`src/rtl/hazard_stall_ctrl.sv`:
```
// ID/EX hazard and stall controller: load-use bubbles, multi-cycle FP freeze,
// mispredict flush and data-cache miss freeze, plus a saturating stall counter.
module hazard_stall_ctrl #(
    parameter int unsigned FP_LAT = 4,
    parameter int unsigned CNT_W  = 32
) (
    input  logic             clk,
    input  logic             rst,
    input  logic [4:0]       id_rs1,
    input  logic [4:0]       id_rs2,
    input  logic             id_uses_rs1,
    input  logic             id_uses_rs2,
    input  logic             id_src_fp,
    input  logic [4:0]       ex_rd,
    input  logic             ex_MemRd,
    input  logic             ex_RegWr,
    input  logic             ex_RegWr_fp,
    input  logic             ex_fp_multi,
    input  logic             ex_mispredict,
    input  logic             dcache_stall,
    output logic             pc_en,
    output logic             ifid_en,
    output logic             ifid_flush,
    output logic             idex_en,
    output logic             idex_flush,
    output logic             ex_hold,
    output logic             fp_busy,
    output logic [CNT_W-1:0] stall_cycles
);

    typedef enum logic [1:0] {StRun, StFpBusy, StMemWait} state_e;

    localparam logic [3:0] LatInit = 4'(FP_LAT - 2);

    state_e           state_q, state_d;
    logic [3:0]       lat_cnt_q, lat_cnt_d;
    logic             resume_fp_q, resume_fp_d;
    logic [CNT_W-1:0] stall_cycles_q, stall_cycles_d;

    logic rs_match, int_hit, fp_hit, load_use;

    assign rs_match = (id_uses_rs1 && (id_rs1 == ex_rd)) || (id_uses_rs2 && (id_rs2 == ex_rd));
    // x0 is hardwired in the integer file, but f0 is a real FP register
    assign int_hit  = ex_RegWr && !id_src_fp && (ex_rd != 5'd0);
    assign fp_hit   = ex_RegWr_fp && id_src_fp;
    assign load_use = ex_MemRd && rs_match && (int_hit || fp_hit);

    always_comb begin
        state_d     = state_q;
        lat_cnt_d   = lat_cnt_q;
        resume_fp_d = resume_fp_q;
        if (dcache_stall) begin
            // Remember whether an FP op was in flight so its count survives the miss
            if (state_q != StMemWait) begin
                resume_fp_d = (state_q == StFpBusy);
            end
            state_d = StMemWait;
        end else begin
            unique case (state_q)
                StRun: begin
                    if (ex_fp_multi) begin
                        state_d   = StFpBusy;
                        lat_cnt_d = LatInit;
                    end
                end
                StFpBusy: begin
                    if (lat_cnt_q == 4'd0) begin
                        state_d = StRun;
                    end else begin
                        lat_cnt_d = lat_cnt_q - 4'd1;
                    end
                end
                StMemWait: begin
                    state_d     = resume_fp_q ? StFpBusy : StRun;
                    resume_fp_d = 1'b0;
                end
                default: state_d = StRun;
            endcase
        end
    end

    always_comb begin
        pc_en      = 1'b1;
        ifid_en    = 1'b1;
        ifid_flush = 1'b0;
        idex_en    = 1'b1;
        idex_flush = 1'b0;
        ex_hold    = 1'b0;
        fp_busy    = 1'b0;
        if (!rst) begin
            fp_busy = (state_q == StFpBusy);
            if (dcache_stall || (state_q == StMemWait) || (state_q == StFpBusy)) begin
                pc_en   = 1'b0;
                ifid_en = 1'b0;
                idex_en = 1'b0;
                ex_hold = 1'b1;
            end else if (ex_mispredict) begin
                ifid_flush = 1'b1;
                idex_flush = 1'b1;
            end else if (load_use) begin
                pc_en      = 1'b0;
                ifid_en    = 1'b0;
                idex_flush = 1'b1;
            end
        end
    end

    always_comb begin
        stall_cycles_d = stall_cycles_q;
        if (!pc_en && (stall_cycles_q != {CNT_W{1'b1}})) begin
            stall_cycles_d = stall_cycles_q + CNT_W'(1);
        end
    end

    assign stall_cycles = stall_cycles_q;

    always_ff @(posedge clk) begin
        if (rst) begin
            state_q        <= StRun;
            lat_cnt_q      <= 4'd0;
            resume_fp_q    <= 1'b0;
            stall_cycles_q <= '0;
        end else begin
            state_q        <= state_d;
            lat_cnt_q      <= lat_cnt_d;
            resume_fp_q    <= resume_fp_d;
            stall_cycles_q <= stall_cycles_d;
        end
    end

endmodule

```
`config.mk`:
```
export PLATFORM = sky130hd
export DESIGN_NAME = hazard_stall_ctrl
export DESIGN_NICKNAME = d
export VERILOG_FILES = /design/src/rtl/hazard_stall_ctrl.sv
export SDC_FILE = /design/constraint.sdc
export NUM_CORES = 1
export LEC_CHECK = 0
export BUFFER_PORTS_ARGS = -buffer_cell sky130_fd_sc_hd__buf_4
export CAP_MARGIN = 40
export CORE_MARGIN = 3
export CORE_UTILIZATION = 32
export CTS_CLUSTER_DIAMETER = 50
export CTS_CLUSTER_SIZE = 8
export DETAILED_ROUTE_END_ITERATION = 8
export REMOVE_ABC_BUFFERS = 1
export SYNTH_ARGS = -nofsm -noshare
export SYNTH_HDL_FRONTEND = slang
export SYNTH_SLANG_ARGS = --single-unit
export TNS_END_PERCENT = 5
```
`constraint.sdc`:
```
create_clock -name clk -period 1.9 [get_ports clk]
set_clock_uncertainty 0.15 [all_clocks]
set_input_delay 0.19 -clock clk [delete_from_list [all_inputs] [get_ports clk]]
set_output_delay 0.19 -clock clk [all_outputs]
set_load 0.02 [all_outputs]
```
==> run_summary.xml <==
<?xml version="1.0" encoding="UTF-8"?>
<metrics>
  <group name="synthesis">
    <metric name="syn_avg_cell_area" unit="um^2">8.191</metric>
    <metric name="syn-instance-count" unit="">269</metric>
    <metric name="synthMuxAreaShare" unit="">0.009086</metric>
    <metric name="synth-main-ff-cell" unit="">sky130_fd_sc_hd__dfxtp_1</metric>
    <metric name="synth_top_family_by_area" unit="">simple AND/OR/NAND/NOR gates</metric>
    <metric name="synth_simple_gate_area_share" unit="">0.2998</metric>
    <metric name="yosys_warnings" unit="">0</metric>
    <metric name="edff_count_synth" unit="">0</metric>
    <metric name="synth_compound_gate_area_share" unit="">0.2147</metric>
    <metric name="synth_sequential_area_ratio" unit="">0.3543</metric>
    <metric name="synth_xor_xnor_area_share" unit="">0.04770</metric>
    <metric name="mappedNetlistArea" unit="mm^2">0.002203</metric>
    <metric name="synthAdderAreaFrac" unit="">0.01704</metric>
    <metric name="synth.ff_latch_count" unit="">39</metric>
    <metric name="postSynth.asyncResetShare" unit="">0</metric>
    <metric name="post_synth_num_cell_types" unit="">44</metric>
  </group>
  <group name="cells_and_area">
    <metric name="final_core_utilization" unit="">0.5673</metric>
    <metric name="area_growth" unit="%">67.23</metric>
    <metric name="finish.instance_area" unit="mm^2">0.003685</metric>
    <metric name="fillCellCount" unit="">593</metric>
    <metric name="final_layout_size_suffix_gt1_frac" unit="">0.5049</metric>
    <metric name="final_cell_count_no_fill" unit="">483</metric>
    <metric name="final_cell_mix" unit="">sky130_fd_sc_hd__buf_4, sky130_fd_sc_hd__a21oi_1, sky130_fd_sc_hd__dfxtp_1</metric>
    <metric name="n_antenna_cell" unit="">0</metric>
    <metric name="final_net_count" unit="">434</metric>
    <metric name="mostFrequentLayoutCell" unit="">sky130_fd_sc_hd__buf_4</metric>
  </group>
  <group name="placed_design">
    <metric name="hpwlAfterDp" unit="mm">4.902</metric>
    <metric name="placement.io_buffers" unit="">64</metric>
    <metric name="placed_cells_incl_taps" unit="">471</metric>
    <metric name="post_dp_cell_area" unit="mm^2">0.003288</metric>
    <metric name="gpl.final_weighted_congestion" unit="">0.8145</metric>
    <metric name="place_worst_setup_slack" unit="ps">-257.6</metric>
  </group>
  <group name="cts">
    <metric name="htree_num_levels" unit="">2</metric>
    <metric name="clk-insertion-delay-late" unit="ps">300</metric>
    <metric name="root_buffer" unit="">sky130_fd_sc_hd__clkbuf_8</metric>
    <metric name="worst_setup_hold_path_clk_slew" unit="ps">80</metric>
    <metric name="cts.sinks" unit="">39</metric>
    <metric name="cts-buffers-inserted" unit="">5</metric>
    <metric name="cts_max_path_buffers" unit="">2</metric>
    <metric name="tritoncts" unit="">done</metric>
  </group>
  <group name="pwr">
    <metric name="net-switching-power" unit="mW">0.4764</metric>
    <metric name="cellInternalPower" unit="mW">1.332</metric>
    <metric name="clock_power_share" unit="">0.358</metric>
    <metric name="power_per_cell_area" unit="mW/mm^2">490.8</metric>
    <metric name="share_comb_of_total_power" unit="">0.181</metric>
    <metric name="power_frac_seq" unit="">0.461</metric>
    <metric name="switching_share" unit="">0.2634</metric>
    <metric name="maximum_resistive_drop_on_vdd" unit="uV">310.1</metric>
    <metric name="power.static_leakage" unit="nW">1.519</metric>
  </group>
  <group name="worst_setup_path">
    <metric name="critical_path.max_fanout" unit="">9</metric>
    <metric name="crit_path_cell_trace" unit="">nand3_2, or3_4, o31a_1, a21oi_4, buf_12, buf_12, o31ai_1, a21oi_2</metric>
    <metric name="cp_top_family" unit="">compound AO/OA/AOI/OAI gates</metric>
    <metric name="slowest_stage" unit="">sky130_fd_sc_hd__or3_4</metric>
    <metric name="critical-path-top-cell-by-count" unit="">sky130_fd_sc_hd__buf_12</metric>
    <metric name="worst_setup_path_start_kind" unit="">flip-flop</metric>
    <metric name="cp_slowest_stage_delay" unit="ps">420</metric>
    <metric name="setup.worst_path.class" unit="">reg -&gt; reg</metric>
    <metric name="worstPathArrival" unit="ps">2220</metric>
    <metric name="worstRegToRegCells" unit="">8</metric>
    <metric name="crit_path_end_kind" unit="">flip-flop</metric>
    <metric name="levels_on_crit_path" unit="">8</metric>
    <metric name="worst_path_buf_inv" unit="">2</metric>
    <metric name="required" unit="ps">1970</metric>
  </group>
  <group name="timing">
    <metric name="fmax" unit="MHz">466.3</metric>
    <metric name="finalHoldViolCount" unit="">1</metric>
    <metric name="maxSlewHeadroom" unit="">0.7044</metric>
    <metric name="period_minus_slack" unit="ps">2144</metric>
    <metric name="final_setup_violations" unit="">31</metric>
    <metric name="rsz_0062_raised_after_global_routing" unit="">yes</metric>
    <metric name="tns" unit="ps">-4684</metric>
    <metric name="maxSlewViolCount" unit="">0</metric>
    <metric name="worst_hold_check_slack" unit="ps">-1.084</metric>
    <metric name="finalCritPeriodShare" unit="">1.129</metric>
    <metric name="timing_worst_slew_pin_value" unit="ps">443.3</metric>
    <metric name="final_worst_slack" unit="ps">-244.4</metric>
  </group>
  <group name="worst_hold_path">
    <metric name="worst_hold_path.num_cells" unit="">3</metric>
    <metric name="hold_path_class" unit="">in -&gt; reg</metric>
  </group>
  <group name="die">
    <metric name="die_w" unit="um">88.98</metric>
    <metric name="dieArea" unit="mm^2">0.007917</metric>
    <metric name="num_rows" unit="">29</metric>
    <metric name="pin_count" unit="">65</metric>
    <metric name="die_y" unit="um">88.98</metric>
    <metric name="start_util" unit="">0.3392</metric>
    <metric name="core_ar" unit="mm^2">0.006495</metric>
  </group>
  <group name="drt">
    <metric name="dr.first_iter.drc_count" unit="">92</metric>
    <metric name="wl_per_cell" unit="um">14.57</metric>
    <metric name="detail-route-antenna-nets" unit="">0</metric>
    <metric name="drc_errors" unit="">0</metric>
    <metric name="wirelength" unit="mm">7.038</metric>
    <metric name="via_density_per_instance" unit="">5.313</metric>
    <metric name="firstDrtPassIters" unit="">4</metric>
    <metric name="dr_total_vias" unit="">2566</metric>
  </group>
  <group name="global_route">
    <metric name="antenna_found_initial" unit="">0</metric>
    <metric name="first_global_vias" unit="">2337</metric>
    <metric name="pin_count_of_the_biggest_net_entering_global_routing" unit="">38</metric>
    <metric name="grt_remaining_overflow" unit="">0</metric>
    <metric name="grt.total_usage" unit="">0.1699</metric>
    <metric name="wire_length_of_the_first_global_routing_pass" unit="mm">10.65</metric>
  </group>
  <group name="flow_run">
    <metric name="drv_cap" unit="">0</metric>
  </group>
  <group name="outcome">
    <metric name="outcome" unit="">finished with violations</metric>
    <metric name="violations_in_the_final_reports" unit="">negative hold slack, negative setup slack</metric>
  </group>
</metrics>
-- flip-flops by register name, indices dropped and copies added (netlist names) --
signal / count
lat_cnt_q: 4
resume_fp_q: 1
stall_cycles: 32
state_q: 2
-- worst paths after layout --
kind                                       start  slack, ps               end
worst max-delay path            stall_cycles[20]       -240  stall_cycles[12]
worst min-delay path                dcache_stall         -1        state_q[0]
worst max register to register  stall_cycles[20]       -240  stall_cycles[12]
worst min register to register      lat_cnt_q[1]        370      lat_cnt_q[1]
-- area by class of cell --
cell class	instances	area, um^2	area share
Clock buffer	7	96.34	0.02615
Clock inverter	1	7.507	0.002037
Inverter	9	33.78	0.009168
Multi-Input combinational cell	207	1485	0.4031
Sequential cell	39	799.5	0.2170
Tap cell	77	96.34	0.02615
Timing Repair Buffer	143	1166	0.3165
-- metal layers --
| layer | global-route usage | up-vias | part of all wire |
|---|---|---|---|
| li1 | - | 1289 | - |
| met1 | 0.2169 | 1206 | 0.44 |
| met2 | 0.2821 | 59 | 0.49 |
| met3 | 0.04793 | 12 | 0.050 |
| met4 | 0.04601 | 0 | 0.021 |
| met5 | 0 | - | 0 |
-- synthesized netlist by cell type, types with 2 or more instances --
cell / instances / area (um^2)
sky130_fd_sc_hd__dfxtp_1: 39 / 780.8
sky130_fd_sc_hd__a21oi_1: 31 / 155.2
sky130_fd_sc_hd__nand2_1: 21 / 78.83
sky130_fd_sc_hd__nand3_1: 15 / 75.07
sky130_fd_sc_hd__or3_1: 15 / 93.84
sky130_fd_sc_hd__o31ai_1: 14 / 105.1
sky130_fd_sc_hd__or4_1: 13 / 97.59
sky130_fd_sc_hd__o21ai_1: 12 / 60.06
sky130_fd_sc_hd__xnor2_1: 11 / 96.34
sky130_fd_sc_hd__and3_1: 9 / 56.30
sky130_fd_sc_hd__inv_1: 9 / 33.78
sky130_fd_sc_hd__nand4_1: 9 / 56.30
sky130_fd_sc_hd__nor2_1: 8 / 30.03
sky130_fd_sc_hd__clkbuf_1: 7 / 26.28
sky130_fd_sc_hd__and4_1: 5 / 43.79
sky130_fd_sc_hd__nand2b_1: 4 / 25.02
sky130_fd_sc_hd__nor3_1: 4 / 20.02
sky130_fd_sc_hd__and2_1: 3 / 18.77
sky130_fd_sc_hd__buf_6: 3 / 33.78
sky130_fd_sc_hd__ha_1: 3 / 37.54
sky130_fd_sc_hd__o31a_1: 3 / 26.28
sky130_fd_sc_hd__a211oi_1: 2 / 15.01
sky130_fd_sc_hd__buf_2: 2 / 10.01
sky130_fd_sc_hd__mux2i_1: 2 / 20.02
sky130_fd_sc_hd__nor4_1: 2 / 12.51
sky130_fd_sc_hd__o21ai_0: 2 / 10.01
sky130_fd_sc_hd__o22ai_1: 2 / 12.51
sky130_fd_sc_hd__o311ai_0: 2 / 17.52
sky130_fd_sc_hd__o41ai_1: 2 / 17.52
-- logic make-up after synthesis --
| logic type | after synthesis |
|---|---|
| AOI/OAI and AO/OA | 76 |
| xor gates and xnor gates | 12 |
| adders and majority gates | 3 |
| buffers and inverters | 23 |
| DFF | 39 |
| muxes | 2 |
| and+or+nand+nor | 114 |
-- power by group through the flow --
| stage | sequential, mW | combinational (mW) | clock (mW) |
|---|---|---|---|
| after floorplan | 0.858 | 0.101 | 0 |
| after global placement | 0.851 | 0.268 | 0 |
| after detailed placement | 0.851 | 0.271 | 0 |
| after CTS | 0.833 | 0.283 | 0.657 |
| after global routing | 0.835 | 0.354 | 0.694 |
| final | 0.834 | 0.328 | 0.647 |
-- what timing repair did --
item	4_1_cts	5_1_grt
hold buffers	0	0
gates cloned	1	2
resized for setup	11	54
endpoints found under the setup margin	35	37
pin swaps	5	23
buffers inserted	0	1
-- metrics by stage --
step / total power [mW] / hold slack (ps)
2_1_floorplan: 0.9594 / 106.7
3_3_place_gp: 1.119 / 322.4
3_5_place_dp: 1.123 / 327.9
4_1_cts: 1.773 / 5.293
5_1_grt: 1.883 / 15.03
6_report: 1.809 / -1.084
-- worst min-delay path, delay by kind of cell --
family / cells / cell delay [ps]
buffers and inverters: 2 / 180
AND/OR/NAND/NOR: 1 / 40
Note: power is estimated with default switching activity, not from simulation.
